File: src/rtl/key_debounce.sv
// Pushbutton synchroniser + debouncer: clean level, 1-cycle press and release pulses.
// Optional auto-repeat of btn_press while held is built when AUTOREPEAT_EN is defined.
module key_debounce #(
  parameter int DEBOUNCE_CYCLES = 1000000,
  parameter int ACTIVE_LOW      = 1,
  parameter int CNT_W           = 26,
  parameter int REPEAT_DELAY    = 25000000,
  parameter int REPEAT_PERIOD   = 5000000
) (
  input  logic CLOCK_50,
  input  logic KEY,
  input  logic btn_raw,
  output logic btn_level,
  output logic btn_press,
  output logic btn_release
);

  typedef enum logic [1:0] {IDLE, CHK_PRESS, HELD, CHK_REL} state_t;

  localparam logic RELEASED_RAW = (ACTIVE_LOW != 0);
  localparam logic [CNT_W-1:0] CNT_LAST = CNT_W'(DEBOUNCE_CYCLES - 1);
  localparam int CNT_LIMIT = (REPEAT_DELAY > DEBOUNCE_CYCLES) ? REPEAT_DELAY : DEBOUNCE_CYCLES;

  if (DEBOUNCE_CYCLES < 1 || REPEAT_DELAY < 1 || REPEAT_PERIOD < 1 ||
      (CNT_W < 31 && (1 << CNT_W) <= CNT_LIMIT)) begin : g_bad_cfg
    $error("key_debounce: invalid parameter combination");
  end

  logic [1:0]       sync;
  logic             s;
  state_t           state, state_nxt;
  logic [CNT_W-1:0] cnt, cnt_nxt;
  logic             level_nxt, press_nxt, release_nxt;

  // Polarity is normalised after the synchroniser so the FSM only ever sees s=1 as pressed.
  always_ff @(posedge CLOCK_50) begin
    if (KEY) sync <= {2{RELEASED_RAW}};
    else     sync <= {sync[0], btn_raw};
  end

  assign s = (ACTIVE_LOW != 0) ? ~sync[1] : sync[1];

`ifdef AUTOREPEAT_EN
  localparam logic [CNT_W-1:0] DELAY_LAST  = CNT_W'(REPEAT_DELAY - 1);
  localparam logic [CNT_W-1:0] PERIOD_LAST = CNT_W'(REPEAT_PERIOD - 1);
  logic [CNT_W-1:0] rcnt, rcnt_nxt;
  logic             rep_phase, rep_phase_nxt;

  always_ff @(posedge CLOCK_50) begin
    if (KEY) begin
      rcnt      <= '0;
      rep_phase <= 1'b0;
    end else begin
      rcnt      <= rcnt_nxt;
      rep_phase <= rep_phase_nxt;
    end
  end
`endif

  always_ff @(posedge CLOCK_50) begin
    if (KEY) begin
      state       <= IDLE;
      cnt         <= '0;
      btn_level   <= 1'b0;
      btn_press   <= 1'b0;
      btn_release <= 1'b0;
    end else begin
      state       <= state_nxt;
      cnt         <= cnt_nxt;
      btn_level   <= level_nxt;
      btn_press   <= press_nxt;
      btn_release <= release_nxt;
    end
  end

  always_comb begin
    state_nxt   = state;
    cnt_nxt     = cnt;
    level_nxt   = btn_level;
    press_nxt   = 1'b0;
    release_nxt = 1'b0;
`ifdef AUTOREPEAT_EN
    rcnt_nxt      = rcnt;
    rep_phase_nxt = rep_phase;
`endif
    case (state)
      IDLE: begin
`ifdef AUTOREPEAT_EN
        rcnt_nxt      = '0;
        rep_phase_nxt = 1'b0;
`endif
        if (s) begin
          state_nxt = CHK_PRESS;
          cnt_nxt   = '0;
        end
      end
      CHK_PRESS: begin
        if (!s) begin
          state_nxt = IDLE;
          cnt_nxt   = '0;
        end else if (cnt == CNT_LAST) begin
          state_nxt = HELD;
          level_nxt = 1'b1;
          press_nxt = 1'b1;
        end else begin
          cnt_nxt = cnt + 1'b1;
        end
      end
      HELD: begin
        if (!s) begin
          state_nxt = CHK_REL;
          cnt_nxt   = '0;
        end
`ifdef AUTOREPEAT_EN
        // First repeat waits the long delay, later ones the short period.
        else if (rcnt == (rep_phase ? PERIOD_LAST : DELAY_LAST)) begin
          press_nxt     = 1'b1;
          rcnt_nxt      = '0;
          rep_phase_nxt = 1'b1;
        end else begin
          rcnt_nxt = rcnt + 1'b1;
        end
`endif
      end
      CHK_REL: begin
        if (s) begin
          state_nxt = HELD;
          cnt_nxt   = '0;
        end else if (cnt == CNT_LAST) begin
          state_nxt   = IDLE;
          level_nxt   = 1'b0;
          release_nxt = 1'b1;
`ifdef AUTOREPEAT_EN
          rcnt_nxt      = '0;
          rep_phase_nxt = 1'b0;
`endif
        end else begin
          cnt_nxt = cnt + 1'b1;
        end
      end
      default: begin
        state_nxt = IDLE;
        cnt_nxt   = '0;
        level_nxt = 1'b0;
      end
    endcase
  end

endmodule

File: config.mk
export PLATFORM = sky130hd
export DESIGN_NAME = key_debounce
export DESIGN_NICKNAME = d
export VERILOG_FILES = /design/src/rtl/key_debounce.sv
export SDC_FILE = /design/constraint.sdc
export NUM_CORES = 1
export LEC_CHECK = 0
export BUFFER_PORTS_ARGS = -buffer_cell sky130_fd_sc_hd__buf_2
export CAP_MARGIN = 20
export CELL_PAD_IN_SITES_DETAIL_PLACEMENT = 0
export CELL_PAD_IN_SITES_GLOBAL_PLACEMENT = 1
export CORE_UTILIZATION = 40
export DETAILED_ROUTE_END_ITERATION = 6
export PLACE_DENSITY = 0.65
export SETUP_SLACK_MARGIN = 0.4
export SYNTH_ARGS = -nofsm -noshare
export SYNTH_HDL_FRONTEND = slang
export SYNTH_SLANG_ARGS = --single-unit
File: constraint.sdc
create_clock -name CLOCK_50 -period 2.7 [get_ports CLOCK_50]
set_input_delay 0.54 -clock CLOCK_50 [delete_from_list [all_inputs] [get_ports CLOCK_50]]
set_output_delay 0.54 -clock CLOCK_50 [all_outputs]
set_load 0.005 [all_outputs]
==> reports/results.tsv, run 1 <==
stage	metric	value	unit
final_layout	most common cell after layout, fill and taps aside	dfxtp_1	
route	via count	1736	
hold_path	hold endpoint	sync[1]	
route	drt initial violations	122	
place	Port Buf Inserts	5	
logic_synthesis	Mean Syn Cell Area	8.499	µm²
sta	Hold Fails Final Rpt	0	
sta	final hold slack	432.0	ps
worst_setup_path	crit path launch type	flip-flop	
hold_path	Worst Hold Path Cells	1	
run_status	status	complete, but fails checks	
floorplanning	die width	70.68	µm
floorplanning	IO Pins	6	
logic_synthesis	mux cell area share after synthesis	0.01592	
worst_setup_path	Arr. time, crit path	2320	ps
floorplanning	die area	4996	µm²
worst_setup_path	CP Cell Sequence	ha_1 > nand2_1 > nor4_4 > nand3_2 > or4_1 > a31oi_1	
pwr	pwr dens	528.0	nW/µm²
worst_setup_path	R2R Path End	cnt[24]	
route	final WL	4862	µm
worst_setup_path	crit-path max FO	10	
floorplanning	core area	4444	µm²
pwr	switching power	217.3	µW
global_route	initial antenna violation count	0	
place	dpl ws	604.5	ps
floorplanning	Die Y	70.68	µm
logic_synthesis	adder-cell share of the synthesized area	0.006631	
clock_network	Clock Path Buffers	2	
pwr	Switching Share	0.2000	
logic_synthesis	post-synthesis simple-gate area fraction	0.3481	
route	drt wl/cell	17.36	µm
sta	f_max	475.7	MHz
place	cell count after placement	272	
logic_synthesis	syn_nets	226	
sta	post-route setup slack	597.7	ps
clock_network	CTS Buf Count	5	
logic_synthesis	count of unique library cells instantiated by Yosys	53	
place	gpl congestion	0.7730	
logic_synthesis	Ys Warns	0	
route	DR DRC count	2	
sta	unrepaired setup endpoints after global routing	no	
global_route	vias in the first global route	1614	
sta	Max transition margin	0.5084	
logic_synthesis	Primary FF master, synth	dfxtp_1	
pwr	part of the power in registers	0.454	
pwr	Clk network pwr share	0.512	
worst_setup_path	CP endpoint kind	flip-flop	
place	dpl hpwl	3293	µm
sta	setup_tns	0	ps
worst_setup_path	CP top delay family	simple AND/OR/NAND/NOR gates	
sta	setup violation total in the final timing report	0	
run_status	failing checks	DRC	
pwr	Comb pwr share	0.034	
pwr	Leak	0.6931	nW
pwr	Power Internal	868.9	µW
logic_synthesis	Post-Synth XOR/XNOR Area	0.008621	
global_route	Total GRT Usage	0.2105	
final_layout	Net count, final	231	
clock_network	H-tree depth	2	
final_layout	share of cells above drive strength 1	0.1491	
worst_setup_path	FF-to-FF path depth	6	
clock_network	Clock Latency Late Sink	280	ps
worst_setup_path	CP peak stage delay	410	ps
worst_setup_path	WP data required	2910	ps
logic_synthesis	Post-synth EDFFs	0	
sta	final worst path period need	2102	ps
clock_network	Post-CTS Resized	0	
clock_network	TritonCTS Sinks	33	
logic_synthesis	share of flip-flops with an asynchronous set or reset	0	
hold_path	HP Class	reg2reg	
sta	Slew Limit Fails	0	
logic_synthesis	Synth Instances	222	
clock_network	CTS Hold Bufs	0	
worst_setup_path	Crit-path slowest cell	or4_1	
global_route	largest net degree at the start of global routing	29	
final_layout	antenna fix cells	0	
final_layout	Non-Filler Instances	280	
sta	period utilization	0.7786	
worst_setup_path	internal reg-to-reg setup slack	600	ps
pwr	Max IR drop VDD	197.5	µV
clock_network	CTS tree	yes	
clock_network	CTS Root Buffer Type	clkbuf_8	
logic_synthesis	sequential area share after synthesis	0.3501	
sta	Layout Skew	5.459	ps
route	post-route ant nets	0	
logic_synthesis	complex-gate fraction of the synthesized area	0.2142	
pwr	Pwr Total	1.086	mW
global_route	GRT overflow	0	
hold_path	Hold Crit Start	sync[0]	
final_layout	most frequent cells in the layout	33 x dfxtp_1, 22 x nand2_1, 18 x a21oi_1, 15 x nand3_1, 13 x nor2_1	
floorplanning	Starting Density	0.4245	
route	Vias per Instance	6.200	
global_route	first-pass GRT wire length	8238	µm
floorplanning	row count	24	
logic_synthesis	post-synthesis register bit count	33	
worst_setup_path	worst r2r src	cnt[0]	
sta	Slew @ Worst Pin	737.4	ps
logic_synthesis	main combinational cell family by area after synthesis	simple AND/OR/NAND/NOR gates	
logic_synthesis	synthesized cell area	1887	µm²
final_layout	synthesis-to-layout area growth	9.018	%
clock_network	Setup Fix Bufs, Post-CTS	0	
run	maxcap violations	0	
worst_setup_path	CP bufs+invs	0	
clock_network	clock slew at reported path FFs	70	ps
route	drt pass-1 iters	6	
worst_setup_path	Crit Path Category	reg2reg	
kinds of logic (layout without fill, tap and decap cells):
family,count (synthesis),after routing
AND/OR/NAND/NOR,105,105
AO/OA/AOI/OAI,63,63
flip-flops,33,33
buffers and inverters,16,22
multiplexers,3,3
adder cells (fa/ha/maj),1,1
XOR/XNOR,1,1
sequential cells by signal (all words and copies together) (netlist names), named ones only:
name         flops
cnt             26
btn_press        1
sync             2
btn_release      1
state            1
btn_level        1
cells in the mapped netlist (5+ instances only):
cell	n	area share
nand2_1	22	0.044
o21ai_1	9	0.024
a21oi_1	18	0.048
and3_1	6	0.020
nor3_1	5	0.013
clkbuf_1	5	0.0099
nand3_1	15	0.040
a31oi_1	10	0.033
or4_1	5	0.020
dfxtp_1	33	0.35
nand4_1	6	0.020
nor2_1	13	0.026
cell type report:
class	count	area [µm²]
clock buffers	5	68.82
clock inverters	3	65.06
multi-input cells	173	1120
well taps	52	65.06
fillers	449	2387
flip-flops and latches	33	660.6
inverters	4	15.01
repair buffers	10	62.56
power by group through the flow:
stage / Sequential, mW / Combinational (mW) / Clock [mW]
after floorplan: 0.503 / 0.0250 / 0
after global placement: 0.504 / 0.0369 / 0
after detailed placement: 0.504 / 0.0370 / 0
after CTS: 0.493 / 0.0373 / 0.566
after global routing: 0.493 / 0.0411 / 0.592
final: 0.493 / 0.0372 / 0.556
worst max-delay path by stage:
| stage | endpoint | cells past startpoint | slack [ps] | start |
|---|---|---|---|---|
| finish | cnt[24] | 6 | 600 | cnt[0] |
| global route | cnt[24] | 6 | 410 | cnt[0] |
| CTS | cnt[24] | 6 | 600 | cnt[0] |
| detailed placement | cnt[24] | 6 | 600 | cnt[0] |
| global placement | cnt[24] | 6 | 720 | cnt[0] |
| floorplan | cnt[24] | 7 | 1000 | cnt[0] |
routing by layer:
| layer | global-route usage | vias to the layer above | part of all wire |
|---|---|---|---|
| met3 | 0.05271 | 4 | 0.051 |
| met2 | 0.3291 | 42 | 0.47 |
| met5 | 0 | - | 0 |
| met1 | 0.2831 | 824 | 0.47 |
| li1 | - | 866 | - |
| met4 | 0.07333 | 0 | 0.012 |
per-stage QoR:
stage,util,area [µm²]
floorplan,-,1887
global placement,0.4327,1923
detailed placement,0.4327,1923
CTS,0.4628,2057
global route,0.4628,2057
finish,0.4628,2057
No activity file was read; power rests on OpenSTA's default activity.
==> run 2: changes to the inputs <==
PLACE_DENSITY = 0.67   (was 0.65)
clock period = 1.77 ns   (was 2.7 ns; I/O delays follow)
==> run 2 against run 1 <==
The flow now finishes without violations; critical path depth decreased by 1; utilization increased by 16 points; setup slack got worse by 510 ps; non-clock buffer count increased by 45; total power increased by 26%; clock skew increased by 3.5 ps; register-to-register slack got worse by 510 ps; combinational power increased by 120%; clock-buffer cell count increased by 3.
==> reports/results.tsv, run 2 (synthesized netlist as in run 1, its figures left out) <==
stage	metric	value	unit	change
run_status	status	completed		
final_layout	most frequent cells in the layout	37 x buf_4, 19 x nand2_1, 13 x a21oi_1, 13 x dfxtp_4, 12 x dfxtp_1		
clock_network	TritonCTS Sinks	33		unchanged
place	gpl congestion	0.8696		+12%
pwr	Switching Share	0.2408		+0.04075
sta	unrepaired setup endpoints after global routing	yes		
pwr	Max IR drop VDD	512.5	µV	+160%
final_layout	antenna fix cells	0		unchanged
route	drt pass-1 iters	7		+1
worst_setup_path	CP endpoint kind	flip-flop		
final_layout	Net count, final	277		+20%
run	maxcap violations	0		unchanged
global_route	GRT overflow	0		unchanged
pwr	switching power	329.8	µW	+52%
sta	Slew Limit Fails	0		unchanged
global_route	vias in the first global route	2058		+28%
clock_network	CTS tree	yes		
final_layout	max reg flops	26		unchanged
worst_setup_path	worst r2r src	cnt[20]		
clock_network	CTS Root Buffer Type	clkbuf_8		
final_layout	fin util	0.6270		+0.1641
global_route	initial antenna violation count	0		unchanged
sta	final worst path period need	1686	ps	-416.6 ps
floorplanning	IO Pins	6		unchanged
worst_setup_path	Arr. time, crit path	1900	ps	-420 ps
hold_path	hold endpoint	sync[0]		
final_layout	Biggest register	cnt		
clock_network	clock slew at reported path FFs	70	ps	about the same
pwr	part of the power in registers	0.535		+0.081
sta	setup_tns	0	ps	unchanged
route	post-route ant nets	0		unchanged
floorplanning	Starting Density	0.4245		unchanged
pwr	Leak	1.034	nW	+49%
sta	setup violation total in the final timing report	0		unchanged
hold_path	Hold Crit Start	btn_raw		
sta	Layout Skew	8.927	ps	+3.467 ps
pwr	Pwr Total	1.370	mW	+26%
pwr	Comb pwr share	0.059		+0.025
sta	Slew @ Worst Pin	359.2	ps	-378.2 ps
route	DR DRC count	0		-2
hold_path	Worst Hold Path Cells	2		+1
clock_network	Clock Path Buffers	2		unchanged
worst_setup_path	FF-to-FF path depth	5		-1
floorplanning	die width	70.68	µm	unchanged
final_layout	most common cell after layout, fill and taps aside	buf_4		
worst_setup_path	crit-path max FO	7		-3
clock_network	Clock Latency Late Sink	290	ps	about the same
global_route	first-pass GRT wire length	9846	µm	+20%
route	drt wl/cell	18.62	µm	+7.2%
floorplanning	row count	24		unchanged
hold_path	HP Class	in2reg		
floorplanning	die area	4996	µm²	unchanged
sta	period utilization	0.9524		+0.1738
route	drt initial violations	150		+23%
sta	f_max	593.2	MHz	+25%
worst_setup_path	R2R Path End	cnt[25]		
worst_setup_path	crit path launch type	flip-flop		
sta	final hold slack	251.5	ps	-180.5 ps
place	Port Buf Inserts	5		unchanged
clock_network	H-tree depth	2		unchanged
route	Vias per Instance	6.276		+1.2%
pwr	Clk network pwr share	0.406		-0.106
global_route	Total GRT Usage	0.2495		+0.03907
sta	Hold Fails Final Rpt	0		unchanged
worst_setup_path	WP data required	1980	ps	-930 ps
worst_setup_path	internal reg-to-reg setup slack	80	ps	-510 ps
place	dpl hpwl	3795	µm	+15%
clock_network	CTS Buf Count	5		unchanged
pwr	pwr dens	491.6	nW/µm²	-6.9%
floorplanning	core area	4444	µm²	unchanged
global_route	largest net degree at the start of global routing	20		-31%
worst_setup_path	Crit Path Category	reg2reg		
floorplanning	Die Y	70.68	µm	unchanged
sta	Max transition margin	0.7602		+0.2518
route	final WL	6070	µm	+25%
final_layout	synthesis-to-layout area growth	47.68	%	
pwr	Power Internal	1.040	mW	+20%
route	via count	2046		+18%
final_layout	biggest regs	cnt (26), sync (2)		
final_layout	share of cells above drive strength 1	0.5073		+0.3582
==> run 2: cell types whose count changed in the layout (fill, tap and decap cells not counted), sizes merged <==
cell    change
nor2        +1
bufinv      -2
clkbuf      +3
clkinv      -1
buf        +45
==> run 2: through the flow <==
| step | area (µm²) | instances | setup slack (ps) |
|---|---|---|---|
| 3_5_place_dp | 2136 | 291 | 1.566 |
| 3_3_place_gp | 2136 | 291 | 59.13 |
| 5_1_grt | 2786 | 326 | 22.43 |
| 4_1_cts | 2534 | 316 | 99.25 |
| 6_report | 2786 | 326 | 84.26 |
| 2_1_floorplan | 1953 | 222 | 119.8 |
==> run 2: how the worst max path moves through the flow <==
stage / start / endpoint / slack [ps] / cells after the start
after floorplan: cnt[3] / cnt[22] / 120 / 6
after global placement: cnt[20] / btn_level / 60 / 5
after detailed placement: cnt[20] / btn_level / 2 / 5
after CTS: cnt[0] / cnt[25] / 100 / 6
after global routing: cnt[21] / cnt[25] / 20 / 5
final: cnt[20] / cnt[25] / 80 / 5
==> run 2: what timing repair did <==
action / in CTS / in global routing
hold buffers: 0 / 0
gates cloned: 1 / 1
resized for setup: 46 / 40
setup buffers: 16 / 9
pin swaps: 26 / 16
setup endpoints to repair: 30 / 31
==> run 2: layer usage <==
layer	part of all wire	GRT usage	vias up	wire length, µm
met5	0	0	-	0
met4	0.014	0.1089	0	85
met3	0.047	0.04701	11	288
met2	0.51	0.4284	65	3082
met1	0.43	0.3048	1011	2614
li1	-	-	959	-
==> run 2: power groups by stage <==
stage / logic [mW] / registers, mW / clock network, mW
finish: 0.0808 / 0.733 / 0.556
global route: 0.0857 / 0.734 / 0.589
CTS: 0.0634 / 0.738 / 0.558
detailed placement: 0.0595 / 0.769 / 0
global placement: 0.0580 / 0.768 / 0
floorplan: 0.0389 / 0.768 / 0
==> run 2: cell type report <==
cell class / instances / area (µm²)
fill: 371 / 1658
multi-input combinational: 174 / 1430
sequential: 33 / 719.4
timing repair buffer: 55 / 475.5
clock buffer: 8 / 80.08
tap: 52 / 65.06
inverter: 4 / 16.27
==> run 2: critical path: stages, from the launching register on <==
cell	delay, ps
dfxtp_2	430
nand4_1	150
nor4_1	250
nand4_1	170
or4_1	440
a31oi_1	160
